[src/rtl/ccc_apb_reconfig_master_if.sv]
// APB-style dynamic-configuration bus between the reconfiguration master and the CCC.
// BUSY travels with the bus because it gates when the master may start a transfer.
interface ccc_apb_reconfig_master_if;
    logic       psel;
    logic       penable;
    logic       pwrite;
    logic [5:0] paddr;
    logic [7:0] pwdata;
    logic [7:0] prdata;
    logic       busy;

    modport master (
        output psel, penable, pwrite, paddr, pwdata,
        input  prdata, busy
    );

    modport slave (
        input  psel, penable, pwrite, paddr, pwdata,
        output prdata, busy
    );
endinterface

[src/rtl/ccc_apb_reconfig_master.sv]
// Writes a configuration image into the fabric CCC over APB, optionally reads it back,
// then releases the PLL and qualifies LOCK against a stability window and a timeout.
module ccc_apb_reconfig_master #(
    parameter int         NUM_REGS     = 27,
    parameter logic [5:0] BASE_ADDR    = 6'h00,
    parameter int         LOCK_STABLE  = 16,
    parameter int         LOCK_TIMEOUT = 100000
) (
    input  logic                    pclk_i,
    input  logic                    preset_n_i,
    input  logic                    start_i,
    input  logic                    verify_i,
    input  logic [NUM_REGS*8-1:0]   cfg_image_i,
    ccc_apb_reconfig_master_if.master apb,
    input  logic                    lock_i,
    output logic                    pll_arst_n_o,
    output logic                    cfg_busy_o,
    output logic                    done_o,
    output logic [1:0]              err_code_o
);
    localparam int IDX_W = $clog2(NUM_REGS) + 1;
    localparam int STB_W = $clog2(LOCK_STABLE) + 1;
    localparam int TMO_W = $clog2(LOCK_TIMEOUT) + 1;

    localparam logic [IDX_W-1:0] LAST_IDX = IDX_W'(NUM_REGS - 1);
    localparam logic [IDX_W-1:0] IDX_ONE  = IDX_W'(1);
    localparam logic [STB_W-1:0] STB_LIM  = STB_W'(LOCK_STABLE);
    localparam logic [STB_W-1:0] STB_ONE  = STB_W'(1);
    localparam logic [TMO_W-1:0] TMO_LIM  = TMO_W'(LOCK_TIMEOUT);
    localparam logic [TMO_W-1:0] TMO_ONE  = TMO_W'(1);

    typedef enum logic [3:0] {
        S_IDLE      = 4'd0,
        S_WAIT_BUSY = 4'd1,
        S_WR_SETUP  = 4'd2,
        S_WR_ACCESS = 4'd3,
        S_RD_SETUP  = 4'd4,
        S_RD_ACCESS = 4'd5,
        S_RELEASE   = 4'd6,
        S_WAIT_LOCK = 4'd7,
        S_FINISH    = 4'd8
    } state_e;

    state_e                state_q, state_d;
    logic [IDX_W-1:0]      idx_q, idx_d;
    logic                  rd_phase_q, rd_phase_d;
    logic                  verify_q, verify_d;
    logic [NUM_REGS*8-1:0] image_q, image_d;
    logic [1:0]            err_q, err_d;
    logic [STB_W-1:0]      stb_q, stb_d;
    logic [TMO_W-1:0]      tmo_q, tmo_d;

    logic                  psel_q, psel_d;
    logic                  penable_q, penable_d;
    logic                  pwrite_q, pwrite_d;
    logic [5:0]            paddr_q, paddr_d;
    logic [7:0]            pwdata_q, pwdata_d;
    logic                  pll_q, pll_d;
    logic                  cfg_busy_q, cfg_busy_d;
    logic                  done_q, done_d;

    function automatic logic [7:0] img_byte(input logic [NUM_REGS*8-1:0] img,
                                            input logic [IDX_W-1:0]      idx);
        return 8'(img >> {idx, 3'b000});
    endfunction

    // Sequencer: next state, image/index bookkeeping and lock qualification counters.
    always_comb begin
        state_d    = state_q;
        idx_d      = idx_q;
        rd_phase_d = rd_phase_q;
        verify_d   = verify_q;
        image_d    = image_q;
        err_d      = err_q;
        stb_d      = stb_q;
        tmo_d      = tmo_q;
        case (state_q)
            S_IDLE: begin
                if (start_i) begin
                    image_d    = cfg_image_i;
                    verify_d   = verify_i;
                    err_d      = 2'b00;
                    idx_d      = '0;
                    rd_phase_d = 1'b0;
                    state_d    = apb.busy ? S_WAIT_BUSY : S_WR_SETUP;
                end else begin
                    state_d = S_IDLE;
                end
            end
            S_WAIT_BUSY: begin
                if (!apb.busy) begin
                    state_d = rd_phase_q ? S_RD_SETUP : S_WR_SETUP;
                end else begin
                    state_d = S_WAIT_BUSY;
                end
            end
            S_WR_SETUP: state_d = S_WR_ACCESS;
            S_WR_ACCESS: begin
                if (idx_q < LAST_IDX) begin
                    idx_d   = idx_q + IDX_ONE;
                    state_d = apb.busy ? S_WAIT_BUSY : S_WR_SETUP;
                end else if (verify_q) begin
                    idx_d      = '0;
                    rd_phase_d = 1'b1;
                    state_d    = apb.busy ? S_WAIT_BUSY : S_RD_SETUP;
                end else begin
                    idx_d   = '0;
                    state_d = S_RELEASE;
                end
            end
            S_RD_SETUP: state_d = S_RD_ACCESS;
            S_RD_ACCESS: begin
                if (apb.prdata != img_byte(image_q, idx_q)) begin
                    err_d   = 2'b10;
                    state_d = S_FINISH;
                end else if (idx_q < LAST_IDX) begin
                    idx_d   = idx_q + IDX_ONE;
                    state_d = apb.busy ? S_WAIT_BUSY : S_RD_SETUP;
                end else begin
                    state_d = S_RELEASE;
                end
            end
            S_RELEASE: begin
                stb_d   = '0;
                tmo_d   = '0;
                state_d = S_WAIT_LOCK;
            end
            S_WAIT_LOCK: begin
                if (lock_i) begin
                    stb_d = (stb_q == '1) ? stb_q : stb_q + STB_ONE;
                end else begin
                    stb_d = '0;
                end
                tmo_d = (tmo_q == '1) ? tmo_q : tmo_q + TMO_ONE;
                // Lock is tested first so a simultaneous timeout still reports success.
                if (stb_d >= STB_LIM) begin
                    err_d   = 2'b00;
                    state_d = S_FINISH;
                end else if (tmo_d >= TMO_LIM) begin
                    err_d   = 2'b01;
                    state_d = S_FINISH;
                end else begin
                    state_d = S_WAIT_LOCK;
                end
            end
            S_FINISH: state_d = S_IDLE;
            default:  state_d = S_IDLE;
        endcase
    end

    // Output decode from the upcoming state so every port is a flop that tracks the current state.
    always_comb begin
        psel_d     = 1'b0;
        penable_d  = 1'b0;
        pwrite_d   = 1'b0;
        paddr_d    = 6'h00;
        pwdata_d   = 8'h00;
        pll_d      = pll_q;
        cfg_busy_d = 1'b1;
        done_d     = 1'b0;
        case (state_d)
            S_IDLE: cfg_busy_d = 1'b0;
            S_WAIT_BUSY, S_WAIT_LOCK: cfg_busy_d = 1'b1;
            S_WR_SETUP, S_WR_ACCESS: begin
                psel_d    = 1'b1;
                penable_d = (state_d == S_WR_ACCESS);
                pwrite_d  = 1'b1;
                paddr_d   = BASE_ADDR + 6'(idx_d);
                pwdata_d  = img_byte(image_d, idx_d);
                pll_d     = 1'b0;
            end
            S_RD_SETUP, S_RD_ACCESS: begin
                psel_d    = 1'b1;
                penable_d = (state_d == S_RD_ACCESS);
                paddr_d   = BASE_ADDR + 6'(idx_d);
                pll_d     = 1'b0;
            end
            S_RELEASE: pll_d = 1'b1;
            S_FINISH: begin
                cfg_busy_d = 1'b0;
                done_d     = 1'b1;
            end
            default: cfg_busy_d = 1'b0;
        endcase
    end

    // State and registered outputs; reset drops the APB strobes and releases the PLL at once.
    always_ff @(posedge pclk_i or negedge preset_n_i) begin
        if (!preset_n_i) begin
            state_q    <= S_IDLE;
            idx_q      <= '0;
            rd_phase_q <= 1'b0;
            verify_q   <= 1'b0;
            image_q    <= '0;
            err_q      <= 2'b00;
            stb_q      <= '0;
            tmo_q      <= '0;
            psel_q     <= 1'b0;
            penable_q  <= 1'b0;
            pwrite_q   <= 1'b0;
            paddr_q    <= 6'h00;
            pwdata_q   <= 8'h00;
            pll_q      <= 1'b1;
            cfg_busy_q <= 1'b0;
            done_q     <= 1'b0;
        end else begin
            state_q    <= state_d;
            idx_q      <= idx_d;
            rd_phase_q <= rd_phase_d;
            verify_q   <= verify_d;
            image_q    <= image_d;
            err_q      <= err_d;
            stb_q      <= stb_d;
            tmo_q      <= tmo_d;
            psel_q     <= psel_d;
            penable_q  <= penable_d;
            pwrite_q   <= pwrite_d;
            paddr_q    <= paddr_d;
            pwdata_q   <= pwdata_d;
            pll_q      <= pll_d;
            cfg_busy_q <= cfg_busy_d;
            done_q     <= done_d;
        end
    end

    assign apb.psel     = psel_q;
    assign apb.penable  = penable_q;
    assign apb.pwrite   = pwrite_q;
    assign apb.paddr    = paddr_q;
    assign apb.pwdata   = pwdata_q;
    assign pll_arst_n_o = pll_q;
    assign cfg_busy_o   = cfg_busy_q;
    assign done_o       = done_q;
    assign err_code_o   = err_q;
endmodule

[src/flat_wrapper.sv]
// flat-port wrapper written by rule: the top's interface ports become plain ports
module ccc_apb_reconfig_master_flat 
#(
    parameter int         NUM_REGS     = 27,
    parameter logic [5:0] BASE_ADDR    = 6'h00,
    parameter int         LOCK_STABLE  = 16,
    parameter int         LOCK_TIMEOUT = 100000
)
  (pclk_i, preset_n_i, start_i, verify_i, cfg_image_i, lock_i, pll_arst_n_o, cfg_busy_o, done_o, err_code_o, apb_psel, apb_penable, apb_pwrite, apb_paddr, apb_pwdata, apb_prdata, apb_busy);
  ccc_apb_reconfig_master_if apb_i ();
  input  logic pclk_i;
  input  logic preset_n_i;
  input  logic start_i;
  input  logic verify_i;
  input  logic [NUM_REGS*8-1:0] cfg_image_i;
  input  logic lock_i;
  output logic pll_arst_n_o;
  output logic cfg_busy_o;
  output logic done_o;
  output logic [1:0] err_code_o;
  output wire logic [$bits(apb_i.psel)-1:0] apb_psel;
  output wire logic [$bits(apb_i.penable)-1:0] apb_penable;
  output wire logic [$bits(apb_i.pwrite)-1:0] apb_pwrite;
  output wire logic [$bits(apb_i.paddr)-1:0] apb_paddr;
  output wire logic [$bits(apb_i.pwdata)-1:0] apb_pwdata;
  input wire logic [$bits(apb_i.prdata)-1:0] apb_prdata;
  input wire logic [$bits(apb_i.busy)-1:0] apb_busy;
  assign apb_psel = apb_i.psel;
  assign apb_penable = apb_i.penable;
  assign apb_pwrite = apb_i.pwrite;
  assign apb_paddr = apb_i.paddr;
  assign apb_pwdata = apb_i.pwdata;
  assign apb_i.prdata = apb_prdata;
  assign apb_i.busy = apb_busy;
  ccc_apb_reconfig_master #(.NUM_REGS(NUM_REGS), .BASE_ADDR(BASE_ADDR), .LOCK_STABLE(LOCK_STABLE), .LOCK_TIMEOUT(LOCK_TIMEOUT)) u_core (.pclk_i(pclk_i), .preset_n_i(preset_n_i), .start_i(start_i), .verify_i(verify_i), .cfg_image_i(cfg_image_i), .apb(apb_i), .lock_i(lock_i), .pll_arst_n_o(pll_arst_n_o), .cfg_busy_o(cfg_busy_o), .done_o(done_o), .err_code_o(err_code_o));
endmodule
[config.mk]
export PLATFORM = sky130hd
export DESIGN_NAME = ccc_apb_reconfig_master_flat
export DESIGN_NICKNAME = d
export VERILOG_FILES = /design/src/rtl/ccc_apb_reconfig_master_if.sv /design/src/rtl/ccc_apb_reconfig_master.sv /design/src/flat_wrapper.sv
export SDC_FILE = /design/constraint.sdc
export NUM_CORES = 1
export LEC_CHECK = 0
export CORE_AREA = 2 2 180 182
export DETAILED_ROUTE_END_ITERATION = 12
export DIE_AREA = 0 0 182 184
export MAX_ROUTING_LAYER = met4
export PLACE_DENSITY_LB_ADDON = 0.15
export SETUP_SLACK_MARGIN = 0.5
export SYNTH_ARGS = -nofsm -noshare
export SYNTH_HDL_FRONTEND = slang
export SYNTH_SLANG_ARGS = --single-unit
export TNS_END_PERCENT = 30
[constraint.sdc]
create_clock -name pclk_i -period 4.3 [get_ports pclk_i]
set_input_delay 0.645 -clock pclk_i [delete_from_list [all_inputs] [get_ports pclk_i]]
set_output_delay 0.645 -clock pclk_i [all_outputs]
set_load 0.005 [all_outputs]
; After elaboration in Yosys (flattened, before gate mapping)
; Index checks and enable logic that the tools add are counted.
[totals]
ff_bits = 273
out_inout_bits = 22
word_cells = 101
[op_classes]
addsub = 3
n_lt_le_gt_ge = 3
eq_ne = 23
n_shift = 2
mux = 42
reduce_logical = 12
[ops]
columns = operator, n
row1 = 216-bit 2-to-1 mux, 2
row2 = 216-bit by 9-bit >> shifter with 8-bit output, 2
row3 = 18-bit case mux with 2 select lines, 1
row4 = "4-bit by 3-bit == test with 1-bit output, second input constant", 8
row5 = 4-bit 2-to-1 mux, 8
row6 = 4-bit case mux with 8 select lines, 1
row7 = 6-bit 2-to-1 mux, 5
row8 = "18-bit by 1-bit adder with 18-bit output, second input constant", 1
row9 = "18-bit == test, second input constant", 1
row10 = "18-bit by 17-bit >= comparator with 1-bit output, second input constant", 1
row11 = 18-bit 2-to-1 mux, 1
row12 = 6-bit case mux with 3 select lines, 1
row13 = "4-bit by 2-bit == test with 1-bit output, second input constant", 4
row14 = 5-bit 2-to-1 mux, 3
row15 = 2-bit 2-to-1 mux, 5
row16 = 5-bit case mux with 2 select lines, 1
row17 = "4-bit by 1-bit == test with 1-bit output, second input constant", 2
row18 = 8-bit 2-to-1 mux, 1
row19 = 8-bit != test, 1
row20 = 4-bit AND reduction, 2
row21 = 1-bit 2-to-1 mux, 7
row22 = 7-bit OR reduction, 1
row23 = "6-bit by 1-bit adder with 6-bit output, second input constant", 1
row24 = "6-bit by 5-bit less-than comparator with 1-bit output, second input constant", 1
row25 = 16 further kinds, 24

; Depth between registers and ports, before layout
; Gate-level depths: netlist of run 1.
[logic_depth]
depth_word = 10
ltp_mapped = 23

; Worst setup path before layout of run 1
; OpenSTA, ideal clock, no wires.
[synth_path]
path_kind = register to register
startpoint = register u_core.idx_q[0]
endpoint = register u_core.pwdata_q[4] (netlist: u_core.apb.pwdata[4])
arrival_time_ns = 4.300
t_required_ns = 4.199
path_slack_ns = -0.101
stages_incl_launch_ff = 20
synth_period_minus_slack_ns = 4.401
cell_sequence = dfrtp_1 > buf_6 > buf_8 > buf_8 > mux4_2 > a22o_1 > nor3_1 > mux2i_1 > nand4_1 > or4_1 > buf_2 > clkbuf_1 > nor3_1 > mux2i_1 > buf_2 > nand2_1 > clkbuf_1 > o221a_2 > o211a_1 > nor4_1
[synth_via]
elab_chain_len = 7
word_cells_on_any_way = 18
cone_classes = 1 x add/sub / 1 x order compare / 3 x eq/ne / 2 x shift / 10 x mux / 1 x reduce/logical
[synth_rtl]
columns = element, line_no
row1 = from (decl), ccc_apb_reconfig_master.sv:45  ; logic [IDX_W-1:0] idx_q, idx_d;
row2 = from (signal assigned), ccc_apb_reconfig_master.sv:208  ; idx_q <= idx_d;
row3 = "parallel branches: the longest is 6 deep, another holds 216-bit by 9-bit >> shifter with 8-bit output", n/a
row4 = 8-bit 2-to-1 mux *, ccc_apb_reconfig_master.sv:161  ; case (state_d)
row5 = via u_core.pwdata_d[4], ccc_apb_reconfig_master.sv:57  ; logic [7:0] pwdata_q, pwdata_d;
row6 = to (signal assigned), ccc_apb_reconfig_master.sv:219  ; pwdata_q <= pwdata_d;
row7 = to (decl), ccc_apb_reconfig_master.sv:57
; Mark *: on every way through the listed nets, which the timed path passes.
; A chain may end at the register's enable or synchronous reset.

; Worst setup path in the final report of run 1
[layout_path]
startpoint = register u_core.idx_q[0]
endpoint = register u_core.pwdata_q[7] (netlist: u_core.apb.pwdata[7])
; Same word-level chain as after synthesis.

==> results of run 1 <==
[layout make-up]
class	count	area (µm²)	share of cell area
Sequential cell	273	6840	0.322
Clock inverter	15	208	0.00979
Timing Repair inverter	1	6.26	0.000295
Multi-Input combinational cell	1391	8420	0.397
Clock buffer	38	801	0.0378
Tap cell	402	503	0.0237
Timing Repair Buffer	440	4340	0.205
Inverter	19	85.1	0.00401
[power by group through the flow]
stage,combinational (W),sequential (W),clock (W)
floorplan,0.00530,0.00408,0
global placement,0.00815,0.00430,0
detailed placement,0.00827,0.00434,0
CTS,0.00908,0.00428,0.00267
global route,0.0102,0.00441,0.00278
finish,0.00953,0.00432,0.00265
[worst register-to-register path: stages, from the launching register on]
cell and delay, ps:
dfrtp_4 500, buf_6 150, buf_6 120, mux4_2 450, a22o_1 250, nor3_2 160, buf_4 150, mux2i_1 180
nand4_1 110, or4_4 460, buf_6 150, o311a_4 340, nor2_8 170, inv_8 70, buf_12 150, buf_4 150
mux2i_4 190, o32ai_2 300, nor4_2 110, buf_4 150, nor4_2 250
[how the worst max path moves through the flow]
stage                                       to  slack (ps)  cells after the start       startpoint
after detailed placement  u_core.apb.pwdata[4]        -680                     17  u_core.idx_q[0]
after global routing      u_core.apb.pwdata[6]        -460                     17  u_core.idx_q[0]
after global placement    u_core.apb.pwdata[4]        -650                     17  u_core.idx_q[0]
final                     u_core.apb.pwdata[7]        -350                     20  u_core.idx_q[0]
after floorplan           u_core.apb.pwdata[6]         170                     17  u_core.idx_q[0]
after CTS                 u_core.apb.pwdata[2]        -270                     20  u_core.idx_q[0]
[flip-flops by register name, summed over array words and instances, names as in the netlist, 2 cells and up]
register,flops
u_core.apb.pwdata,8
u_core.idx_q,6
u_core.tmo_q,18
u_core.stb_q,5
u_core.image_q,216
u_core.err_code_o,2
u_core.state_q,4
u_core.apb.paddr,6
[cell usage after synthesis (all sizes together) (5+ instances only)]
| cell type | count | share of area |
|---|---|---|
| mux2i | 135 | 0.088 |
| mux4 | 18 | 0.026 |
| or2 | 10 | 0.0041 |
| nand2 | 752 | 0.18 |
| o221a | 5 | 0.0037 |
| a211oi | 7 | 0.0034 |
| dfrtp | 272 | 0.44 |
| a221oi | 6 | 0.0038 |
| mux2 | 28 | 0.021 |
| inv | 16 | 0.0042 |
| o22ai | 23 | 0.0094 |
| a21oi | 49 | 0.016 |
| nor3 | 19 | 0.0062 |
| a21o | 6 | 0.0029 |
| a22o | 6 | 0.0034 |
| o211a | 6 | 0.0039 |
| buf | 61 | 0.024 |
| nor4 | 12 | 0.0053 |
| and3 | 6 | 0.0024 |
| and2 | 6 | 0.0024 |
| nor2 | 65 | 0.017 |
| nand4 | 8 | 0.0033 |
| nor2b | 8 | 0.0033 |
| nand3 | 32 | 0.010 |
| clkbuf | 52 | 0.013 |
| o31ai | 13 | 0.0064 |
| o21ai | 49 | 0.016 |
| a22oi | 15 | 0.0073 |
| o32ai | 8 | 0.0046 |
| nand2b | 9 | 0.0037 |
| o221ai | 12 | 0.0069 |
[per-stage QoR]
stage	hold WS, ps	total power [W]	utilization	instances
final	125	0.0165	0.676	2579
after global placement	475	0.0125	0.617	2498
after CTS	157	0.0160	0.668	2574
after detailed placement	482	0.0126	0.617	2498
after floorplan	349	0.00938	-	1796
after global routing	189	0.0174	0.676	2579
[timing repair]
action	4_1_cts	5_1_grt
setup buffers	20	5
hold buffers	0	0
gates resized for setup	69	41
setup endpoints to repair	23	27
cloned	3	0
pin swaps	18	28
[routing by layer]
metal  wire length [µm]  global-route usage  part of all wire  vias up
met2              25400               0.522              0.47      595
li1                   -                   -                 -     6884
met1              22900               0.434              0.42     7128
met3               3550              0.0428             0.066      138
met4               2150               0.121             0.040        0
met5                  0                   -                 0        -
[kinds of logic after synthesis]
kind of cell               count (synthesis)  synth area share
DFF                                      273             0.446
and+or+nand+nor                          949             0.255
adders and majority gates                  4           0.00327
buffers and inverters                    132            0.0416
muxes                                    181             0.136
xor gates and xnor gates                   3           0.00171
AOI/OAI and AO/OA                        254             0.117
==> flow_summary_export.csv, run 1 <==
group,metric,value,unit
floorplanning,start_util,0.488,
setup_path,end_kind,"flop",
clocking,htree_num_levels,1,
logic_synthesis,yosysSeqAreaShare,0.446,
clocking,clkTransAtPathRegs,60,ps
setup_path,reg2reg_depth,20,
setup_path,crit_fanout,7,
timing,drv_slew,0,
power_and_ir_drop,comb_power_share,0.578,
timing,hold_viol,0,
clocking,clock-sinks,273,
routing,antenna_left,0,
timing,rsz0062_at_grt,"yes",
power_and_ir_drop,p_int,0.00953,W
logic_synthesis,yosys_warnings,0,
power_and_ir_drop,seq_power_share,0.262,
setup_path,worstPathRequired,4770,ps
placed_design,dp_hpwl,39800,µm
power_and_ir_drop,irDropWorstVdd,495,µV
power_and_ir_drop,p_leak,9.91,nW
setup_path,worstSetupStartpointType,"flop",
logic_synthesis,dominantRegCellSynth,"dfrtp_1",
setup_path,path_cells,"buf_6, buf_6, mux4_2, a22o_1, nor3_2, buf_4, mux2i_1, nand4_1, or4_4, buf_6, o311a_4, nor2_8, inv_8, buf_12, buf_4, mux2i_4, o32ai_2, nor4_2, buf_4, nor4_2",
power_and_ir_drop,p_sw_frac,0.422,
timing,finClkSkew,21.2,ps
layout,fillers,2549,
setup_path,reg2reg_from,"u_core.idx_q[0]",
routing,avgRoutedWirePerCell,20.9,µm
timing,setup_viol,8,
outcome,violations,"setup timing",
routing,drt-vias-per-instance,5.72,
setup_path,crit_type,"reg2reg",
global_routing,gr-usage-all-layers,0.328,
placed_design,dpl_cell_area,0.0194,mm²
setup_path,path_buf_inv,8,
routing,via_count,14745,
power_and_ir_drop,powerDensity,778,mW/mm²
routing,dr.pass1.iters,6,
timing,fmax,215,MHz
global_routing,antenna_found_initial,0,
clocking,cts_tree,"built",
floorplanning,core-area,0.0314,mm²
setup_path,cpPeakStageDelay,500,ps
global_routing,grt_pass1_wl,82800,µm
routing,drt_wl_total,54000,µm
layout,final_cell_mix,"nand2_1 (748), dfrtp_1 (270), clkdlybuf4s50_1 (250), buf_4 (153), mux2i_1 (125)",
layout,area_growth_syn_to_layout,38.4,%
floorplanning,ios,252,
timing,worst_slack,-351,ps
floorplanning,die_w,182,µm
placed_design,globalplace.congestion,0.965,
logic_synthesis,syn_inst,1796,
logic_synthesis,synth-edff-count,0,
global_routing,grt_max_degree,115,
timing,min_period_over_period,1.08,
logic_synthesis,ys_types,85,
setup_path,reg2reg_to,"u_core.apb.pwdata[7]",
layout,diodes,0,
timing,finalSetupTns,-2320,ps
clocking,clockBufferDepth,3,
layout,final_common_cell,"nand2_1",
setup_path,crit_family,"simple AND/OR/NAND/NOR gates",
setup_path,slowest_stage,"dfrtp_4",
placed_design,port-buffer-count,251,
logic_synthesis,avgSynthCellArea,8.53,µm²
flow_run,max_cap_viol_count,0,
floorplanning,row_count,65,
logic_synthesis,synth.net_count,2030,
setup_path,reg2reg_setup_slack,-350,ps
timing,maxSlewHeadroom,0.453,
clocking,clock_latency,570,ps
routing,drt_iter0_drc,1238,
floorplanning,dieArea,0.0335,mm²
logic_synthesis,synth_area,0.0153,mm²
clocking,numCtsBuffers,30,
placed_design,dpl_worst_slack,-676,ps
floorplanning,die_h,184,µm
timing,layout_min_cycle_time,4650,ps
hold_path,holdCritPathClass,"in2async",
timing,worst_slew_pin_slew,820,ps
power_and_ir_drop,switching_power,0.00697,W
setup_path,arrival,5120,ps
logic_synthesis,ys_seq_elements,273,
power_and_ir_drop,pwr-share-clk,0.161,
layout,drive_above_1_share,0.176,
global_routing,grt_pass1_vias,14898,
clocking,clockRootBuffer,"clkbuf_16",
outcome,status,"finished with violations",
layout,stdcell_area,0.0212,mm²
routing,drc,0,
global_routing,grt_remaining_overflow,0,
layout,final_nets,2390,
logic_synthesis,ys_async_sr_fraction,1.00,
Note: power is estimated with default switching activity, not from simulation.
==> inputs of run 2 (changes only) <==
--- a/config.mk
+++ b/config.mk
@@ -11,6 +11,7 @@
 export MAX_ROUTING_LAYER = met4
 export PLACE_DENSITY_LB_ADDON = 0.15
 export SETUP_SLACK_MARGIN = 0.5
+export SLEW_MARGIN = 20
 export SYNTH_ARGS = -nofsm -noshare
 export SYNTH_HDL_FRONTEND = slang
 export SYNTH_SLANG_ARGS = --single-unit
==> results of run 2 <==
No change in the layout: final DEF, timing and power equal those of run 1.
